## src/rtl/aes_seq_ctrl.sv

```systemverilog
// Command sequencer for the AES core register port: writes config/key/block,
// polls status and returns the four result words over a valid/ready handshake.
//
// state  | meaning
// IDLE   | waiting for a command, cmd_ready high
// CFG    | write CONFIG with captured encdec/keylen
// KEY    | write KEY0..KEY7
// INIT   | write CTRL.init
// WAIT_K | idle cycles before polling for key expansion
// POLL_K | read STATUS until ready
// BLK    | write BLOCK0..BLOCK3
// NEXT   | write CTRL.next
// WAIT_V | idle cycles before polling for the result
// POLL_V | read STATUS until valid
// RES    | read RESULT0..RESULT3 into res_data
// DONE   | hold res_valid until res_ready
module aes_seq_ctrl #(
  parameter int TIMEOUT_CYCLES = 1024,
  parameter int POLL_DELAY     = 2
) (
  input  logic         clk,
  input  logic         reset_n,
  input  logic         cmd_valid,
  output logic         cmd_ready,
  input  logic         cmd_encdec,
  input  logic         cmd_keylen,
  input  logic         cmd_new_key,
  input  logic [255:0] cmd_key,
  input  logic [127:0] cmd_block,
  output logic         res_valid,
  input  logic         res_ready,
  output logic [127:0] res_data,
  output logic         res_error,
  output logic         busy,
  output logic         aes_cs,
  output logic         aes_we,
  output logic [7:0]   aes_address,
  output logic [31:0]  aes_write_data,
  input  logic [31:0]  aes_read_data
);

  localparam int TMR_MAX = (TIMEOUT_CYCLES > POLL_DELAY) ? TIMEOUT_CYCLES : POLL_DELAY;
  localparam int TMR_W   = $clog2(TMR_MAX + 1);
  localparam logic [TMR_W-1:0] TMO_LOAD = TMR_W'(TIMEOUT_CYCLES - 1);
  localparam logic [TMR_W-1:0] DLY_LOAD = TMR_W'(POLL_DELAY - 1);

  localparam logic [7:0] ADDR_CTRL   = 8'h08;
  localparam logic [7:0] ADDR_STATUS = 8'h09;
  localparam logic [7:0] ADDR_CONFIG = 8'h0a;

  typedef enum logic [3:0] {
    S_IDLE, S_CFG, S_KEY, S_INIT, S_WAIT_K, S_POLL_K,
    S_BLK, S_NEXT, S_WAIT_V, S_POLL_V, S_RES, S_DONE
  } state_t;

  state_t             state_q, state_nxt;
  logic [2:0]         word_q, word_nxt;
  logic [TMR_W-1:0]   tmr_q, tmr_nxt;
  logic               enc_q, enc_nxt;
  logic               klen_q, klen_nxt;
  logic               new_key_q, new_key_nxt;
  logic [255:0]       key_q, key_nxt;
  logic [127:0]       blk_q, blk_nxt;
  logic               key_loaded_q, key_loaded_nxt;
  logic               loaded_klen_q, loaded_klen_nxt;
  logic [127:0]       res_data_nxt;
  logic               res_error_nxt;
  logic               cs_nxt, we_nxt;
  logic [7:0]         addr_nxt;
  logic [31:0]        wdata_nxt;
  logic               need_key;

  assign need_key = new_key_q | ~key_loaded_q | (klen_q != loaded_klen_q);

  always_ff @(posedge clk or negedge reset_n) begin
    if (!reset_n) begin
      state_q        <= S_IDLE;
      word_q         <= '0;
      tmr_q          <= '0;
      enc_q          <= 1'b0;
      klen_q         <= 1'b0;
      new_key_q      <= 1'b0;
      key_q          <= '0;
      blk_q          <= '0;
      key_loaded_q   <= 1'b0;
      loaded_klen_q  <= 1'b0;
      cmd_ready      <= 1'b1;
      busy           <= 1'b0;
      res_valid      <= 1'b0;
      res_error      <= 1'b0;
      res_data       <= '0;
      aes_cs         <= 1'b0;
      aes_we         <= 1'b0;
      aes_address    <= '0;
      aes_write_data <= '0;
    end else begin
      state_q        <= state_nxt;
      word_q         <= word_nxt;
      tmr_q          <= tmr_nxt;
      enc_q          <= enc_nxt;
      klen_q         <= klen_nxt;
      new_key_q      <= new_key_nxt;
      key_q          <= key_nxt;
      blk_q          <= blk_nxt;
      key_loaded_q   <= key_loaded_nxt;
      loaded_klen_q  <= loaded_klen_nxt;
      cmd_ready      <= (state_nxt == S_IDLE);
      busy           <= (state_nxt != S_IDLE);
      res_valid      <= (state_nxt == S_DONE);
      res_error      <= res_error_nxt;
      res_data       <= res_data_nxt;
      aes_cs         <= cs_nxt;
      aes_we         <= we_nxt;
      aes_address    <= addr_nxt;
      aes_write_data <= wdata_nxt;
    end
  end

  always_comb begin
    state_nxt       = state_q;
    word_nxt        = '0;
    tmr_nxt         = tmr_q;
    enc_nxt         = enc_q;
    klen_nxt        = klen_q;
    new_key_nxt     = new_key_q;
    key_nxt         = key_q;
    blk_nxt         = blk_q;
    key_loaded_nxt  = key_loaded_q;
    loaded_klen_nxt = loaded_klen_q;
    res_data_nxt    = res_data;
    res_error_nxt   = res_error;

    case (state_q)
      S_IDLE: begin
        if (cmd_valid) begin
          state_nxt   = S_CFG;
          enc_nxt     = cmd_encdec;
          klen_nxt    = cmd_keylen;
          new_key_nxt = cmd_new_key;
          key_nxt     = cmd_key;
          blk_nxt     = cmd_block;
        end
      end
      S_CFG:  state_nxt = need_key ? S_KEY : S_BLK;
      S_KEY: begin
        if (word_q == 3'd7) state_nxt = S_INIT;
        else                word_nxt  = word_q + 3'd1;
      end
      S_INIT: begin
        state_nxt = S_WAIT_K;
        tmr_nxt   = DLY_LOAD;
      end
      S_WAIT_K: begin
        if (tmr_q == '0) begin
          state_nxt = S_POLL_K;
          tmr_nxt   = TMO_LOAD;
        end else begin
          tmr_nxt = tmr_q - 1'b1;
        end
      end
      S_POLL_K: begin
        if (aes_read_data[0]) begin
          state_nxt       = S_BLK;
          key_loaded_nxt  = 1'b1;
          loaded_klen_nxt = klen_q;
        end else if (tmr_q == '0) begin
          state_nxt      = S_DONE;
          res_error_nxt  = 1'b1;
          res_data_nxt   = '0;
          key_loaded_nxt = 1'b0;
        end else begin
          tmr_nxt = tmr_q - 1'b1;
        end
      end
      S_BLK: begin
        if (word_q == 3'd3) state_nxt = S_NEXT;
        else                word_nxt  = word_q + 3'd1;
      end
      S_NEXT: begin
        state_nxt = S_WAIT_V;
        tmr_nxt   = DLY_LOAD;
      end
      S_WAIT_V: begin
        if (tmr_q == '0) begin
          state_nxt = S_POLL_V;
          tmr_nxt   = TMO_LOAD;
        end else begin
          tmr_nxt = tmr_q - 1'b1;
        end
      end
      S_POLL_V: begin
        if (aes_read_data[1]) begin
          state_nxt = S_RES;
        end else if (tmr_q == '0) begin
          state_nxt      = S_DONE;
          res_error_nxt  = 1'b1;
          res_data_nxt   = '0;
          key_loaded_nxt = 1'b0;
        end else begin
          tmr_nxt = tmr_q - 1'b1;
        end
      end
      S_RES: begin
        res_data_nxt[{~word_q[1:0], 5'd0} +: 32] = aes_read_data;
        if (word_q == 3'd3) state_nxt = S_DONE;
        else                word_nxt  = word_q + 3'd1;
      end
      S_DONE: begin
        if (res_ready) begin
          state_nxt     = S_IDLE;
          res_error_nxt = 1'b0;
        end
      end
      default: state_nxt = S_IDLE;
    endcase
  end

  // Bus outputs are registered, so they are decoded from the state being entered.
  always_comb begin
    cs_nxt    = 1'b0;
    we_nxt    = 1'b0;
    addr_nxt  = '0;
    wdata_nxt = '0;
    case (state_nxt)
      S_CFG: begin
        cs_nxt    = 1'b1;
        we_nxt    = 1'b1;
        addr_nxt  = ADDR_CONFIG;
        wdata_nxt = {30'b0, klen_nxt, enc_nxt};
      end
      S_KEY: begin
        cs_nxt    = 1'b1;
        we_nxt    = 1'b1;
        addr_nxt  = {5'b00010, word_nxt};
        wdata_nxt = key_q[{~word_nxt, 5'd0} +: 32];
      end
      S_INIT: begin
        cs_nxt    = 1'b1;
        we_nxt    = 1'b1;
        addr_nxt  = ADDR_CTRL;
        wdata_nxt = 32'h1;
      end
      S_POLL_K, S_POLL_V: begin
        cs_nxt   = 1'b1;
        addr_nxt = ADDR_STATUS;
      end
      S_BLK: begin
        cs_nxt    = 1'b1;
        we_nxt    = 1'b1;
        addr_nxt  = {6'b001000, word_nxt[1:0]};
        wdata_nxt = blk_q[{~word_nxt[1:0], 5'd0} +: 32];
      end
      S_NEXT: begin
        cs_nxt    = 1'b1;
        we_nxt    = 1'b1;
        addr_nxt  = ADDR_CTRL;
        wdata_nxt = 32'h2;
      end
      S_RES: begin
        cs_nxt   = 1'b1;
        addr_nxt = {6'b001100, word_nxt[1:0]};
      end
      default: ;
    endcase
  end

endmodule

```

## config.mk

```make
export PLATFORM = sky130hd
export DESIGN_NAME = aes_seq_ctrl
export DESIGN_NICKNAME = d
export VERILOG_FILES = /design/src/rtl/aes_seq_ctrl.sv
export SDC_FILE = /design/constraint.sdc
export NUM_CORES = 1
export LEC_CHECK = 0
export BUFFER_PORTS_ARGS = -buffer_cell sky130_fd_sc_hd__buf_2
export CELL_PAD_IN_SITES_DETAIL_PLACEMENT = 0
export CELL_PAD_IN_SITES_GLOBAL_PLACEMENT = 2
export CORE_ASPECT_RATIO = 0.75
export CORE_MARGIN = 3
export CORE_UTILIZATION = 25
export DETAILED_ROUTE_END_ITERATION = 6
export PLACE_DENSITY_LB_ADDON = 0.1
export SKIP_LAST_GASP = 1
export SLEW_MARGIN = 20
export SYNTH_ARGS = -nofsm -noshare
export SYNTH_HDL_FRONTEND = slang
export SYNTH_SLANG_ARGS = --single-unit
export TNS_END_PERCENT = 10
```

## constraint.sdc

```tcl
create_clock -name clk -period 2.75 [get_ports clk]
set_input_delay 0.4125 -clock clk [delete_from_list [all_inputs] [get_ports clk]]
set_output_delay 0.4125 -clock clk [all_outputs]
set_load 0.05 [all_outputs]
```

======== After elaboration in Yosys (flattened, before gate mapping) ========
Index checks and enable logic that the tools add are counted.
word-level totals
  output and inout port bits .............. 174
  bits of input ports ..................... 423
  bits in registers ....................... 581
  word-level logic and storage cells ...... 121
operators by class
  eq/ne operators ......................... 26
  reduce and logical (&&, ||, !) cells .... 21
  bitwise logic cells ..................... 6
  shift-type cells ........................ 4
  mux-type cells .......................... 42
  $add $sub $neg .......................... 3
operators with widths
  cell                        number
  $mux W128                   3
  $pmux W128 S3               1
  $shiftx A256 B9 Y32         1
  $pmux W32 S5                1
  $bwmux W128                 1
  $shift A32 B9 Y128 const A  1
  $shiftx A128 B8 Y32         1
  $shiftx A32 B9 Y128         1
  $pmux W4 S12                1
  $mux W11                    4
  $pmux W11 S4                1
  $mux W4                     10
  $pmux W6 S6                 1
  $eq A4 B3 Y1 const B        7
  $eq A4 B4 Y1 const B        7
  $eq A4 B2 Y1 const B        4
  $mux W1                     13
  $logic_not A11 Y1           1
  $sub A11 B1 Y11 const B     1
  $reduce_or A2 Y1            5
  $mux W3                     3
  $neg A7 Y9                  1
  $eq A4 B1 Y1 const B        2
  $logic_not A4 Y1            2
  other kinds (20)            29

======== Longest topological paths before layout ========
  depth after elaboration ................. 8
  gate-level depth with buffers ........... 12
  depth with buffers taken out ............ 10

======== Worst setup path after synthesis ========
Ideal clock, no wire load.
  path type ............................... register to register
  from .................................... register word_q[0]
  to ...................................... register aes_write_data[0]
  clock period less this slack ............ 2.765 ns
  required time ........................... 2.621 ns
  path buffers ............................ 2
  library setup time ...................... 0.129 ns
  stages on the path, launching flop included .. 13
  setup slack ............................. -0.015 ns
  arrival ................................. 2.636 ns
  cell sequence ........................... dfrtp_1 ha_1 ha_1 or3b_1 o32ai_4 nand2_2 inv_2 buf_2 buf_4 mux2i_1 nand2_1 a31oi_1 o31ai_2
on the way
  cells in the longest elaborated chain, start to end .. 6
  elaborated cells on any way between the ends .. 20
  those cells by class .................... add/sub: 1; eq/ne: 7; shift: 2; mux: 8; bitwise: 2
RTL lines
  element                                                            line           source
  start: declaration                                                 57             logic [2:0] word_q, word_nxt;
  start signal: assignment                                           98             word_q <= word_nxt;
  $add A3 B1 Y3 (tied with other cells)                              147, 177, 206
  $mux W3 (on tied branches)                                         176, 205, 146
  $pmux W3 S2                                                        133            case (state_q)
  $not A3 Y3 / $not A2 Y2 (equally long branches)                    235, 251
  $shiftx A256 B9 Y32 / $shiftx A128 B8 Y32 (equally long branches)  235, 251
  $pmux W32 S5 (*)                                                   224            case (state_nxt)
  named net wdata_nxt[0]                                             70             logic [31:0] wdata_nxt;
  end signal: assignment                                             115            aes_write_data <= wdata_nxt;
  end: declaration                                                   38             output logic [31:0] aes_write_data,
Mark *: on every way through the listed nets, which the timed path passes. The rest lies on a longest branch.
A chain may end at the register's enable or synchronous reset.

======== Final worst setup path ========
  from .................................... register word_q[0]
  to ...................................... register aes_write_data[28]
The elaborated chain is that of the path after synthesis.

==> impl_results.md <==
- TritonCTS clock tree: yes
- Starting DRT DRC Count: 965
- Post-place setup slack: -213 ps
- Area delta synth->final: 47.4%
- CP arrival: roughly 3300 ps
- Net Sw Power: 21.9 mW
- Comb power frac: 53.0%
- Share of synthesized registers carrying an async set or reset: 100%
- Initial core utilization: about a quarter
- Hold Path Stages: 2
- WS Path Type: reg2reg
- Layout cells sized above 1: 48.0%
- Clock power frac: 18.8%
- Max Cap Viol: 0
- Final Hold Viols: 0
- Largest net degree at the start of global routing: 84
- Internal power: 31.0 mW
- Hold Path End: key_q[137]$_DFFE_PN0P_
- Status: finished clean
- IO Port Bufs: 594
- Setup TNS Final: 0 ps
- DR WL/cell: about 25 µm
- FMAX: between 300 and 400 MHz
- H-tree lvl count: 3
- Clk root buf: clkbuf_16
- Critical R2R Launch: word_q[0]$_DFF_PN0_
- Final wirelength: 104,000 µm
- Global route overflow: 0
- Clock sink count: 579
- Antenna Violating Nets Remaining: 0
- Peak supply drop: 0.701 mV
- Crit end category: flip-flop
- Worst path required time: between 3000 and 4000 ps
- Post-Syn Instances: between 1,500 and 2,000
- Worst-Skew Late Latency: ~630 ps
- Global-route wire length before repair: 151,000 µm
- Vias: 19,700
- Worst Reg2Reg Path Length in Cells: 11
- Final setup violation count: 0
- Post-DP HPWL: 77,200 µm
- PD cells: 1440 mW/mm²
- Max clock buf depth: 3
- FP Rows: between 90 and 100
- CTS clk-pin slew, worst paths: about 60 ps
- Die extent in x: approximately 370 µm
- Vias in the first global route: 21,500
- Leak Pwr: 16.7 nW
- Post-layout min period: 2710 ps
- Slew headroom: a little under three fifths
- Worst Path Max Fanout: 6
- Crit-path cells: ha_4 > ha_4 > or3b_4 > o32ai_4 > nand2_4 > inv_12 > buf_12 > clkbuf_16 > nand2_1 > a32oi_1 > a32o_1
- Drt pass-1 iters: 5
- Vias per cell: ~4.7
- Synthesized area per cell: 13.5 µm²
- HP Start: cmd_key[137]
- Chip Height: approximately 280 µm
- Worst r2r dst: aes_write_data[28]$_DFF_PN0_
- Worst hold slack: 42.0 ps
- Final WS setup: 37.2 ps
- GRT Total Usage: 19.9%
- Hold Crit Class: in2reg
- Sw Ratio: 41.4%
- Reg2Reg Setup Slack: 40 ps
- Slowest Stage Delay on Critical Path: 500 ps
- Post-synth top flop: dfrtp_1
- Worst Skew: 30.8 ps
- Final GP Congestion: 0.794
- Placed cell count: around 3,800
- Slowest-stage cell, CP: dfrtp_4
- Post-Syn Area: roughly 0.025 mm²
- Seq/Total Area, Yosys: 58.3%
- Synthesis-stage register bit count: 579
- Max-slew violations: 0
- Most used cell, CP: ha_4
- Core area: 0.0979 mm²
- Fin cells: between 4,000 and 5,000
- DIE AREA: 0.103 mm²
- Initial antenna violation count: 28
- Fin util: 37.4%
- Worst-Margin Slew: 622 ps
- RSZ-0062 raised after global routing: true
- Final period utilization: 98.6%
- Cts bufs inserted: 70
- Post-synth EDFFs: 0
- Synth cell types: 73
- Ys Warns: 0
- Seq pwr share: around 28%
- Boundary pin count: 597
- Post-route DRC: 0
- Nets@finish: about 3,300
- Critical Path Source Type: flip-flop
## Yosys cell counts, drive strengths merged, types with 9 or more instances
cell type  instances  area, µm²
dfrtp            578      14500
mux2             442       4980
nand2            136        518
a22o             133       1160
buf               84        453
clkbuf            57        214
o21ai             49        245
nand3             41        210
mux2i             38        380
o221ai            33        289
o22ai             32        200
a32o              31        310
a32oi             27        236
nor2              27        106
inv               12       45.1
nand2b            11       68.8
nor3              11       55.1
a21oi              9       48.8
ha                 9        113
## sequential cells by signal, summed over array words and instances (netlist names), 3 cells and up
| register | cells |
|---|---|
| key_q | 256 |
| aes_address | 6 |
| tmr_q | 11 |
| aes_write_data | 32 |
| word_q | 3 |
| state_q | 4 |
| res_data | 128 |
| blk_q | 128 |
## worst max-delay path: cells and delay by family, from the launching register on
family / cells / cell delay, ps
buffers and inverters: 3 / 470
AOI/OAI and AO/OA: 3 / 730
adders and majority gates: 2 / 330
and+or+nand+nor: 3 / 620
DFF: 1 / 500
## per-layer routing
layer,GRT usage [%],routed length (µm)
met1,27.1,47400
met2,32.4,49600
met3,4.09,5060
met4,4.39,1940
met5,0,96
## final cells by class
type                    instances  area (µm²)
diodes                         17        42.5
clock buffers                  98        2050
clock inverters                27         388
fillers                      9628       61200
inverters                      14        72.6
multi-input cells            1112        9980
flip-flops and latches        579       14500
well taps                    1313        1640
repair buffers               1053        7940
repair inverters                1        8.76
## timing repair
| item | 4_1_cts | 5_1_grt |
|---|---|---|
| resized for setup | 47 | 50 |
| cloned | 5 | 4 |
| pin swaps | 2 | 20 |
| endpoints found under the setup margin | 32 | 97 |
| buffers inserted | 5 | 5 |
| hold endpoints to repair | 307 | 0 |
| hold buffers | 276 | 0 |
## through the flow
stage / instance area [µm²] / power, mW
floorplan: 24900 / 28.5
global placement: 30700 / 40.1
detailed placement: 30700 / 40.2
CTS: 36200 / 52.5
global route: 36600 / 55.9
finish: 36600 / 52.9
## cells in the final DEF, fill, tap and decap left out, drive strengths merged, types with 33 or more instances in the layout
cell type and n:
nand2 136, buf 772, nand3 41, a22o 133, clkbuf 102, mux2 442
dlygate4sd3 276, o221ai 33, dfrtp 578, o21ai 49, mux2i 38
## logic make-up (layout without fill, tap and decap cells)
kind of cell	count (synthesis)	count (layout)	synth area share, %
AO/OA/AOI/OAI	356	356	11.6
XOR/XNOR	2	2	0.0705
adder cells (fa/ha/maj)	9	9	0.453
buffers and inverters	155	1193	2.90
flip-flops	579	579	58.3
multiplexers	480	480	21.6
other	1	19	0.0151
AND/OR/NAND/NOR	263	263	5.08
## worst max-delay path by stage
stage | startpoint | to | slack [ps] | cells after the start
6_report | word_q[0]$_DFF_PN0_ | aes_write_data[28]$_DFF_PN0_ | 40 | 11
5_1_grt | word_q[0]$_DFF_PN0_ | aes_write_data[8]$_DFF_PN0_ | -50 | 12
4_1_cts | word_q[0]$_DFF_PN0_ | aes_write_data[2]$_DFF_PN0_ | -30 | 11
3_5_place_dp | word_q[0]$_DFF_PN0_ | aes_write_data[10]$_DFF_PN0_ | -210 | 11
3_3_place_gp | word_q[0]$_DFF_PN0_ | aes_write_data[10]$_DFF_PN0_ | -160 | 11
2_1_floorplan | word_q[0]$_DFF_PN0_ | aes_write_data[0]$_DFF_PN0_ | 10 | 12
## power by group through the flow
| stage | logic [mW] | registers (mW) | clock network (mW) |
|---|---|---|---|
| CTS | 27.3 | 14.9 | 10.3 |
| global route | 29.9 | 15.3 | 10.6 |
| floorplan | 11.6 | 16.8 | 0 |
| global placement | 25.1 | 15.0 | 0 |
| detailed placement | 25.3 | 15.0 | 0 |
| finish | 28.1 | 14.9 | 9.96 |
(Power assumes the default switching activity.)
